[src/rtl/dll_dcntl_update_ctrl.sv]
// DLL control-code manager: lock qualification, update scheduling,
// stable-code capture and slew-limited forwarding to slave delay lines.
module dll_dcntl_update_ctrl #(
    parameter int unsigned LOCK_QUAL_CNT = 16,
    parameter int unsigned UPD_INTERVAL  = 1024,
    parameter int unsigned UPD_PULSE_W   = 4,
    parameter int unsigned SETTLE_CNT    = 8,
    parameter int unsigned MAX_STEP      = 4,
    parameter int unsigned RETRY_MAX     = 3
) (
    input  logic       CLKI,
    input  logic       RST,
    input  logic       LOCK,
    input  logic [8:0] DCNTL,
    input  logic       UPD_REQ,
    input  logic       FREEZE,
    output logic       UDDCNTL,
    output logic [8:0] DCNTL_OUT,
    output logic       DCNTL_VALID,
    output logic       UPD_BUSY,
    output logic       ERR
);

    typedef enum logic [2:0] {
        IDLE, QUAL, READY, UPDATE, SETTLE, CAPA, CAPB
    } state_t;

    localparam logic [15:0] QUAL_N      = 16'(LOCK_QUAL_CNT);
    localparam logic [15:0] INT_LAST    = 16'(UPD_INTERVAL - 1);
    localparam logic [15:0] PULSE_LAST  = 16'(UPD_PULSE_W - 1);
    localparam logic [15:0] SETTLE_LAST = 16'(SETTLE_CNT - 1);
    localparam logic [7:0]  RETRY_N     = 8'(RETRY_MAX);
    localparam logic signed [9:0] STEP  = 10'(MAX_STEP);
    localparam logic [8:0]  STEP9       = 9'(MAX_STEP);

    state_t      state_q, state_d;
    logic [1:0]  sync_q;
    logic        lock_s;
    logic [15:0] cnt_q, cnt_d;
    logic [15:0] int_q, int_d;
    logic [7:0]  retry_q, retry_d;
    logic        pend_q, pend_d;
    logic [8:0]  samp_q, samp_d;
    logic [8:0]  out_q, out_d;
    logic        valid_q, valid_d;
    logic        err_q, err_d;
    logic        upd_q, upd_d;
    logic        busy_q, busy_d;
    logic signed [9:0] diff;
    logic [8:0]  slew_val;

    assign lock_s = sync_q[1];
    assign diff   = $signed({1'b0, DCNTL}) - $signed({1'b0, out_q});

    // First code after (re)lock is taken as-is; later ones are slew-limited
    always_comb begin
        slew_val = DCNTL;
        if (valid_q && diff > STEP) begin
            slew_val = out_q + STEP9;
        end else if (valid_q && diff < -STEP) begin
            slew_val = out_q - STEP9;
        end
    end

    always_comb begin
        state_d = state_q;
        cnt_d   = cnt_q;
        int_d   = int_q;
        retry_d = retry_q;
        pend_d  = pend_q;
        samp_d  = samp_q;
        out_d   = out_q;
        valid_d = valid_q;
        err_d   = err_q;
        if (state_q != IDLE && !lock_s) begin
            state_d = IDLE;
            cnt_d   = '0;
            int_d   = '0;
            retry_d = '0;
            pend_d  = 1'b0;
            valid_d = 1'b0;
        end else begin
            unique case (state_q)
                IDLE: begin
                    if (lock_s) begin
                        if (QUAL_N <= 16'd1) begin
                            state_d = UPDATE;
                            cnt_d   = '0;
                        end else begin
                            state_d = QUAL;
                            cnt_d   = 16'd1;
                        end
                    end
                end
                QUAL: begin
                    if (cnt_q + 16'd1 >= QUAL_N) begin
                        state_d = UPDATE;
                        cnt_d   = '0;
                    end else begin
                        cnt_d = cnt_q + 16'd1;
                    end
                end
                READY: begin
                    if (!FREEZE && (int_q == INT_LAST || UPD_REQ || pend_q)) begin
                        state_d = UPDATE;
                        cnt_d   = '0;
                        int_d   = '0;
                        pend_d  = 1'b0;
                    end else if (!FREEZE) begin
                        int_d = int_q + 16'd1;
                    end
                end
                UPDATE: begin
                    if (cnt_q == PULSE_LAST) begin
                        state_d = SETTLE;
                        cnt_d   = '0;
                    end else begin
                        cnt_d = cnt_q + 16'd1;
                    end
                end
                SETTLE: begin
                    if (cnt_q == SETTLE_LAST) begin
                        state_d = CAPA;
                        cnt_d   = '0;
                    end else begin
                        cnt_d = cnt_q + 16'd1;
                    end
                end
                CAPA: begin
                    samp_d  = DCNTL;
                    state_d = CAPB;
                end
                CAPB: begin
                    if (DCNTL == samp_q) begin
                        out_d   = slew_val;
                        valid_d = 1'b1;
                        retry_d = '0;
                        int_d   = '0;
                        state_d = READY;
                    end else if (retry_q + 8'd1 == RETRY_N) begin
                        err_d   = 1'b1;
                        retry_d = '0;
                        state_d = READY;
                    end else begin
                        retry_d = retry_q + 8'd1;
                        cnt_d   = '0;
                        state_d = SETTLE;
                    end
                end
                default: state_d = IDLE;
            endcase
            if (UPD_REQ && state_q inside {UPDATE, SETTLE, CAPA, CAPB}) begin
                pend_d = 1'b1;
            end
        end
        upd_d  = (state_d == UPDATE);
        busy_d = state_d inside {UPDATE, SETTLE, CAPA, CAPB};
    end

    always_ff @(posedge CLKI or posedge RST) begin
        if (RST) begin
            state_q <= IDLE;
            sync_q  <= 2'b00;
            cnt_q   <= '0;
            int_q   <= '0;
            retry_q <= '0;
            pend_q  <= 1'b0;
            samp_q  <= '0;
            out_q   <= '0;
            valid_q <= 1'b0;
            err_q   <= 1'b0;
            upd_q   <= 1'b0;
            busy_q  <= 1'b0;
        end else begin
            state_q <= state_d;
            sync_q  <= {sync_q[0], LOCK};
            cnt_q   <= cnt_d;
            int_q   <= int_d;
            retry_q <= retry_d;
            pend_q  <= pend_d;
            samp_q  <= samp_d;
            out_q   <= out_d;
            valid_q <= valid_d;
            err_q   <= err_d;
            upd_q   <= upd_d;
            busy_q  <= busy_d;
        end
    end

    assign UDDCNTL     = upd_q;
    assign DCNTL_OUT   = out_q;
    assign DCNTL_VALID = valid_q;
    assign UPD_BUSY    = busy_q;
    assign ERR         = err_q;

endmodule

[config.mk]
export PLATFORM = sky130hd
export DESIGN_NAME = dll_dcntl_update_ctrl
export DESIGN_NICKNAME = d
export VERILOG_FILES = /design/src/rtl/dll_dcntl_update_ctrl.sv
export SDC_FILE = /design/constraint.sdc
export NUM_CORES = 1
export LEC_CHECK = 0
export CAP_MARGIN = 0
export CELL_PAD_IN_SITES_DETAIL_PLACEMENT = 1
export CELL_PAD_IN_SITES_GLOBAL_PLACEMENT = 2
export CORE_ASPECT_RATIO = 0.7
export CORE_MARGIN = 2
export CORE_UTILIZATION = 37
export DETAILED_ROUTE_END_ITERATION = 8
export HOLD_SLACK_MARGIN = 0.06
export PLACE_DENSITY = 0.76
export SKIP_LAST_GASP = 1
export SLEW_MARGIN = 20
export SYNTH_ARGS = -nofsm -noshare
export SYNTH_HDL_FRONTEND = slang
export SYNTH_SLANG_ARGS = --single-unit
[constraint.sdc]
create_clock -name CLKI -period 4.5 [get_ports CLKI]
set_clock_uncertainty 0.15 [all_clocks]
set_input_delay 0.675 -clock CLKI [delete_from_list [all_inputs] [get_ports CLKI]]
set_output_delay 0.675 -clock CLKI [all_outputs]
set_load 0.01 [all_outputs]
=== Word level (Yosys, flattened, before mapping) ===
Cells that the tools add are included.

* Add/sub/neg operators: 6
* Magnitude comparators: 3
* Equality and inequality tests: 21
* Muxes and demuxes: 36
* Bitwise operators: 2
* Reductions and logical operators: 26

{| class="wikitable"
|+ Operator list
! operator !! number
|-
| 16-bit two-way mux || 12
|-
| 16-bit case mux with 6 select lines || 1
|-
| 16-bit by 1-bit adder with 16-bit output, second input constant || 2
|-
| 8-bit two-way mux || 4
|-
| 16-bit case mux with 2 select lines || 1
|-
| 3-bit two-way mux || 8
|-
| 3-bit case mux with 7 select lines || 1
|-
| 3-bit == test, second input constant || 6
|-
| 9-bit two-way mux || 2
|-
| 16-bit by 10-bit == test with 1-bit output, second input constant || 1
|-
| 16-bit by 2-bit == test with 1-bit output, second input constant || 1
|-
| 16-bit by 3-bit == test with 1-bit output, second input constant || 1
|-
| 16-bit by 5-bit >= comparator with 1-bit output, second input constant || 1
|-
| 3-bit inequality test, second input constant || 5
|-
| 3-bit nonzero test || 4
|-
| 10-bit by 4-bit greater-than comparator with 1-bit output, second input constant || 1
|-
| 10-bit by 3-bit less-than comparator with 1-bit output, second input constant || 1
|-
| 9-bit by 9-bit subtractor with 10-bit output || 1
|-
| 9-bit by 3-bit adder with 9-bit output, second input constant || 1
|-
| 3-bit by 2-bit == test with 1-bit output, second input constant || 3
|-
| 9-bit == test || 1
|-
| 9-bit by 3-bit subtractor with 9-bit output, second input constant || 1
|-
| 8-bit by 1-bit adder with 8-bit output, second input constant || 1
|-
| 8-bit by 2-bit == test with 1-bit output, second input constant || 1
|-
| other kinds (15) || 33
|}

* Register bits: 68
* Bits of input ports: 14
* Output and inout bits: 13
* Word-level logic and storage cells: 106

=== Longest topological paths before layout ===
* Word-level depth: 9
* Gate-level depth with buffers: 11
* Gate-level depth less buffers: 11

=== Worst setup path after synthesis ===
Ideal clock, no wire load.

* Path kind: in2reg
* From: input port DCNTL[0]
* To: register out_q[0] (netlist: DCNTL_OUT[0])
* Library setup time: 0.128 ns
* Data arrival time: 3.245 ns
* Slack: 0.977 ns
* Cell stages on the path: 11
* Cell sequence: inv_1 -> ha_1 -> fa_1 -> nor2b_1 -> o2111ai_1 -> a31oi_1 -> xnor2_1 -> nor4b_2 -> or2_2 -> nand3_2 -> mux2_1

* Longest elaborated chain between the ends: 5
* Elaborated cells between the ends (all ways): 9
* Those cells by class: add/sub (1); order compare (2); eq/ne (1); mux (2); reduce/logical (3)

{| class="wikitable"
|+ RTL lines
! element !! RTL line !! source
|-
| from (decl) || 14 || <nowiki>input logic [8:0] DCNTL,</nowiki>
|-
| 9-bit by 9-bit subtractor with 10-bit output || 53 || <nowiki>assign diff = $signed({1'b0, DCNTL}) - $signed({1'b0, out_q});</nowiki>
|-
| 10-bit by 3-bit less-than comparator with 1-bit output || 60 || <nowiki>end else if (valid_q && diff < -STEP) begin</nowiki>
|-
| 1-bit logical AND || 60 ||
|-
| 9-bit two-way mux || 60 ||
|-
| 9-bit two-way mux || 58 || <nowiki>if (valid_q && diff > STEP) begin</nowiki>
|-
| to (signal assigned) || 182 || <nowiki>out_q <= out_d;</nowiki>
|-
| to (decl) || 44 || <nowiki>logic [8:0] out_q, out_d;</nowiki>
|}

Several ways; a longest one is shown, not always the timed one.
A chain may end at the register's enable or synchronous reset.

=== Worst setup path after layout ===
Ends and elaborated chain as after synthesis.

==> results.tsv <==
stage	metric	value	unit
status	status	finished clean	
yosys	Post-synth EDFFs	0	
finish	layout cell share with drive strength beyond 1	0.0744	
clock_network	Clk pin slew, worst setup/hold paths	0.06	ns
finish	Area growth syn-to-layout	14.0	%
setup_path	CP Data Required Time	4.57	ns
global_route	largest net degree at the start of global routing	38	
power_and_ir_drop	leak pwr	2.26	nW
die	IO Count	27	
finish	Non-Filler Instances	767	
power_and_ir_drop	Switch Pwr	0.000539	W
place	RePlAce Congestion	0.919	
finish	antenna cell count	0	
clock_network	worst-case clock buffer depth	2	
detailed_routing	WL final	14200	um
setup_path	CP endpoint kind	register	
setup_path	CP Class	in -> reg	
yosys	Synth Instances	582	
timing	Least-Margin Pin Slew	0.911	ns
timing	PnR worst setup slack	0.835	ns
detailed_routing	WL/cell	18.5	um
global_route	GRT overflow	0	
global_route	initial antenna violation count	0	
clock_network	clk sinks	68	
setup_path	arrival time worst endpoint	3.74	ns
clock_network	number of setup buffers added after CTS	0	
yosys	cell taking the most area after synthesis	dfrtp_1	
power_and_ir_drop	logic gate share of total power	0.194	
detailed_routing	Detailed Route Iter0 Violations	375	
global_route	vias in the first global route	4560	
clock_network	Worst-Skew Late Latency	0.34	ns
die	Die Y	99.4	um
timing	final setup TNS	0	ns
place	IO Port Bufs	26	
timing	Fin. Hold Viols	0	
detailed_routing	vias after detailed routing	4569	
detailed_routing	Pre-antenna DRT Iters	5	
die	row count	34	
clock_network	Resized Gates After CTS	0	
yosys	Synth top area share	0.354	
yosys	Ys Warns	0	
timing	RSZ-0062 raised after global routing	no	
yosys	FFs w/ async S/R, synth	1.00	
power_and_ir_drop	Clock power frac	0.388	
yosys	Cell Area, Synth	0.00481	sq mm
global_route	first-pass GRT wire length	24200	um
flow_run	Max Cap Viol	0	
global_route	GRT Util Overall	0.214	
setup_path	r2r setup slk	1.15	ns
timing	Slew Limit Fails	0	
finish	fin util	0.437	
timing	fmax	0.273	GHz
timing	final worst path period share	0.814	
power_and_ir_drop	Peak supply drop	0.183	mV
power_and_ir_drop	Sw Ratio	0.318	
clock_network	number of buffers created by CTS	9	
worst_hold_path	hold crit path type	reg -> reg	
detailed_routing	vias per inst	5.96	
die	die area	0.0140	sq mm
finish	most frequent cells in the layout	70 x o21ai_0, 68 x dfrtp_1, 64 x nand2_1, 38 x nor2_1	
die	Core Box Area	0.0125	sq mm
power_and_ir_drop	sequential share of power	0.418	
place	placed cell count	751	
die	die width	140	um
yosys	number of synthesized register bits	68	
clock_network	Root Buffer	clkbuf_16	
finish	most common cell after layout, fill and taps aside	o21ai_0	
clock_network	CTS tree	yes	
yosys	sequential area share after synthesis	0.354	
setup_path	crit-path max FO	7	
yosys	Synth area leaders	dfrtp_1 35%, o21ai_0 7.3%, nand2_1 5.0%	
finish	Nets	631	
timing	max_slew headroom	0.388	
place	hpwl dp	10400	um
yosys	Synthesized Nets	613	
power_and_ir_drop	power per standard cell area	308	mW/mm^2
detailed_routing	antenna-violating nets left	0	
yosys	Cell variety after synth	70	
die	Starting Density	0.384	
place	DP Worst Slack	0.459	ns
yosys	ys flop type	dfrtp_1	
setup_path	CP Launch Type	primary input	
clock_network	# hold bufs at CTS	0	
timing	Period minus WS final	3.66	ns
timing	Setup-failing EPs final	0	
detailed_routing	DRC Markers	0	
yosys	syn avg cell area	8.27	sq um
timing	hold_ws	0.203	ns
power_and_ir_drop	Internal Power	0.00115	W
clock_network	H-tree levels	3	
==> cell usage after synthesis (7+ instances only) <==
library cell / instances
a211oi_1: 9
a21oi_1: 22
a31oi_1: 10
and2_1: 7
and3_1: 14
clkbuf_1: 20
dfrtp_1: 68
ha_1: 16
inv_1: 24
nand2_1: 64
nand3_1: 26
nand4_1: 13
nor2_1: 38
nor2b_1: 7
nor3_1: 18
o21ai_0: 70
o31ai_1: 11
or3_1: 12
xnor2_1: 11
==> metrics by stage <==
| stage | power [W] | instance area, sq um |
|---|---|---|
| floorplan | 0.000924 | 4810 |
| global placement | 0.00103 | 5220 |
| detailed placement | 0.00104 | 5220 |
| CTS | 0.00171 | 5490 |
| global route | 0.00179 | 5490 |
| finish | 0.00169 | 5490 |
==> final timing paths <==
check	to	cells after the start	startpoint
hold / removal	sync_q[1]$_DFF_PP0_	0	sync_q[0]$_DFF_PP0_
setup / recovery	DCNTL_OUT[0]$_DFFE_PP0P_	12	DCNTL[0]
hold reg to reg	sync_q[1]$_DFF_PP0_	0	sync_q[0]$_DFF_PP0_
max in group asynchronous	cnt_q[12]$_DFFE_PP0P_	3	RST
min in group asynchronous	samp_q[1]$_DFFE_PP0P_	2	RST
setup reg to reg	DCNTL_OUT[0]$_DFFE_PP0P_	9	DCNTL_OUT[2]$_DFFE_PP0P_
==> registers in the layout (all words and copies together) (netlist names), 2 cells and up <==
name / flops
DCNTL_OUT: 9
int_q: 16
samp_q: 9
cnt_q: 16
retry_q: 8
state_q: 3
sync_q: 2
==> cells by family (layout without fill, tap and decap cells) <==
kind of cell	count (synthesis)	after routing	synth area share
buf+inv	50	73	0.0416
compound gates	178	178	0.240
flops	68	68	0.354
xor+xnor	16	16	0.0291
mux	8	8	0.0177
simple gates	245	245	0.272
fa+ha+maj	17	17	0.0457
==> critical path, stage by stage <==
cell and delay [ns]:
clkdlybuf4s50_1 0.51, inv_1 0.07, ha_1 0.22, fa_1 0.42
xor2_1 0.22, a21oi_1 0.09, a2111oi_0 0.36, nand3_1 0.15
nor4b_2 0.26, or2_2 0.21, nand3_2 0.19, mux2_1 0.36
==> final cells by class <==
type / instances / area (sq um)
clock buffers: 11 / 233
clock inverters: 5 / 37.5
fillers: 1496 / 7060
inverters: 24 / 90.1
multi-input cells: 464 / 2910
flip-flops and latches: 68 / 1700
well taps: 162 / 203
repair buffers: 33 / 313
==> layer usage <==
layer | wire length (um) | vias up | global-route usage | share of wire
met5 | 0 | - | 0 | 0
met4 | 95 | 0 | 0.0420 | 0.0067
met3 | 726 | 8 | 0.0409 | 0.051
met2 | 5780 | 87 | 0.304 | 0.41
met1 | 7630 | 2261 | 0.335 | 0.54
li1 | - | 2213 | - | -
==> power by group through the flow <==
stage	registers, W	clock network (W)	logic (W)
2_1_floorplan	0.000689	0	0.000236
3_3_place_gp	0.000715	0	0.000320
3_5_place_dp	0.000716	0	0.000327
4_1_cts	0.000706	0.000676	0.000330
5_1_grt	0.000718	0.000698	0.000371
6_report	0.000708	0.000656	0.000329
Power figures use the tool's default switching activity.
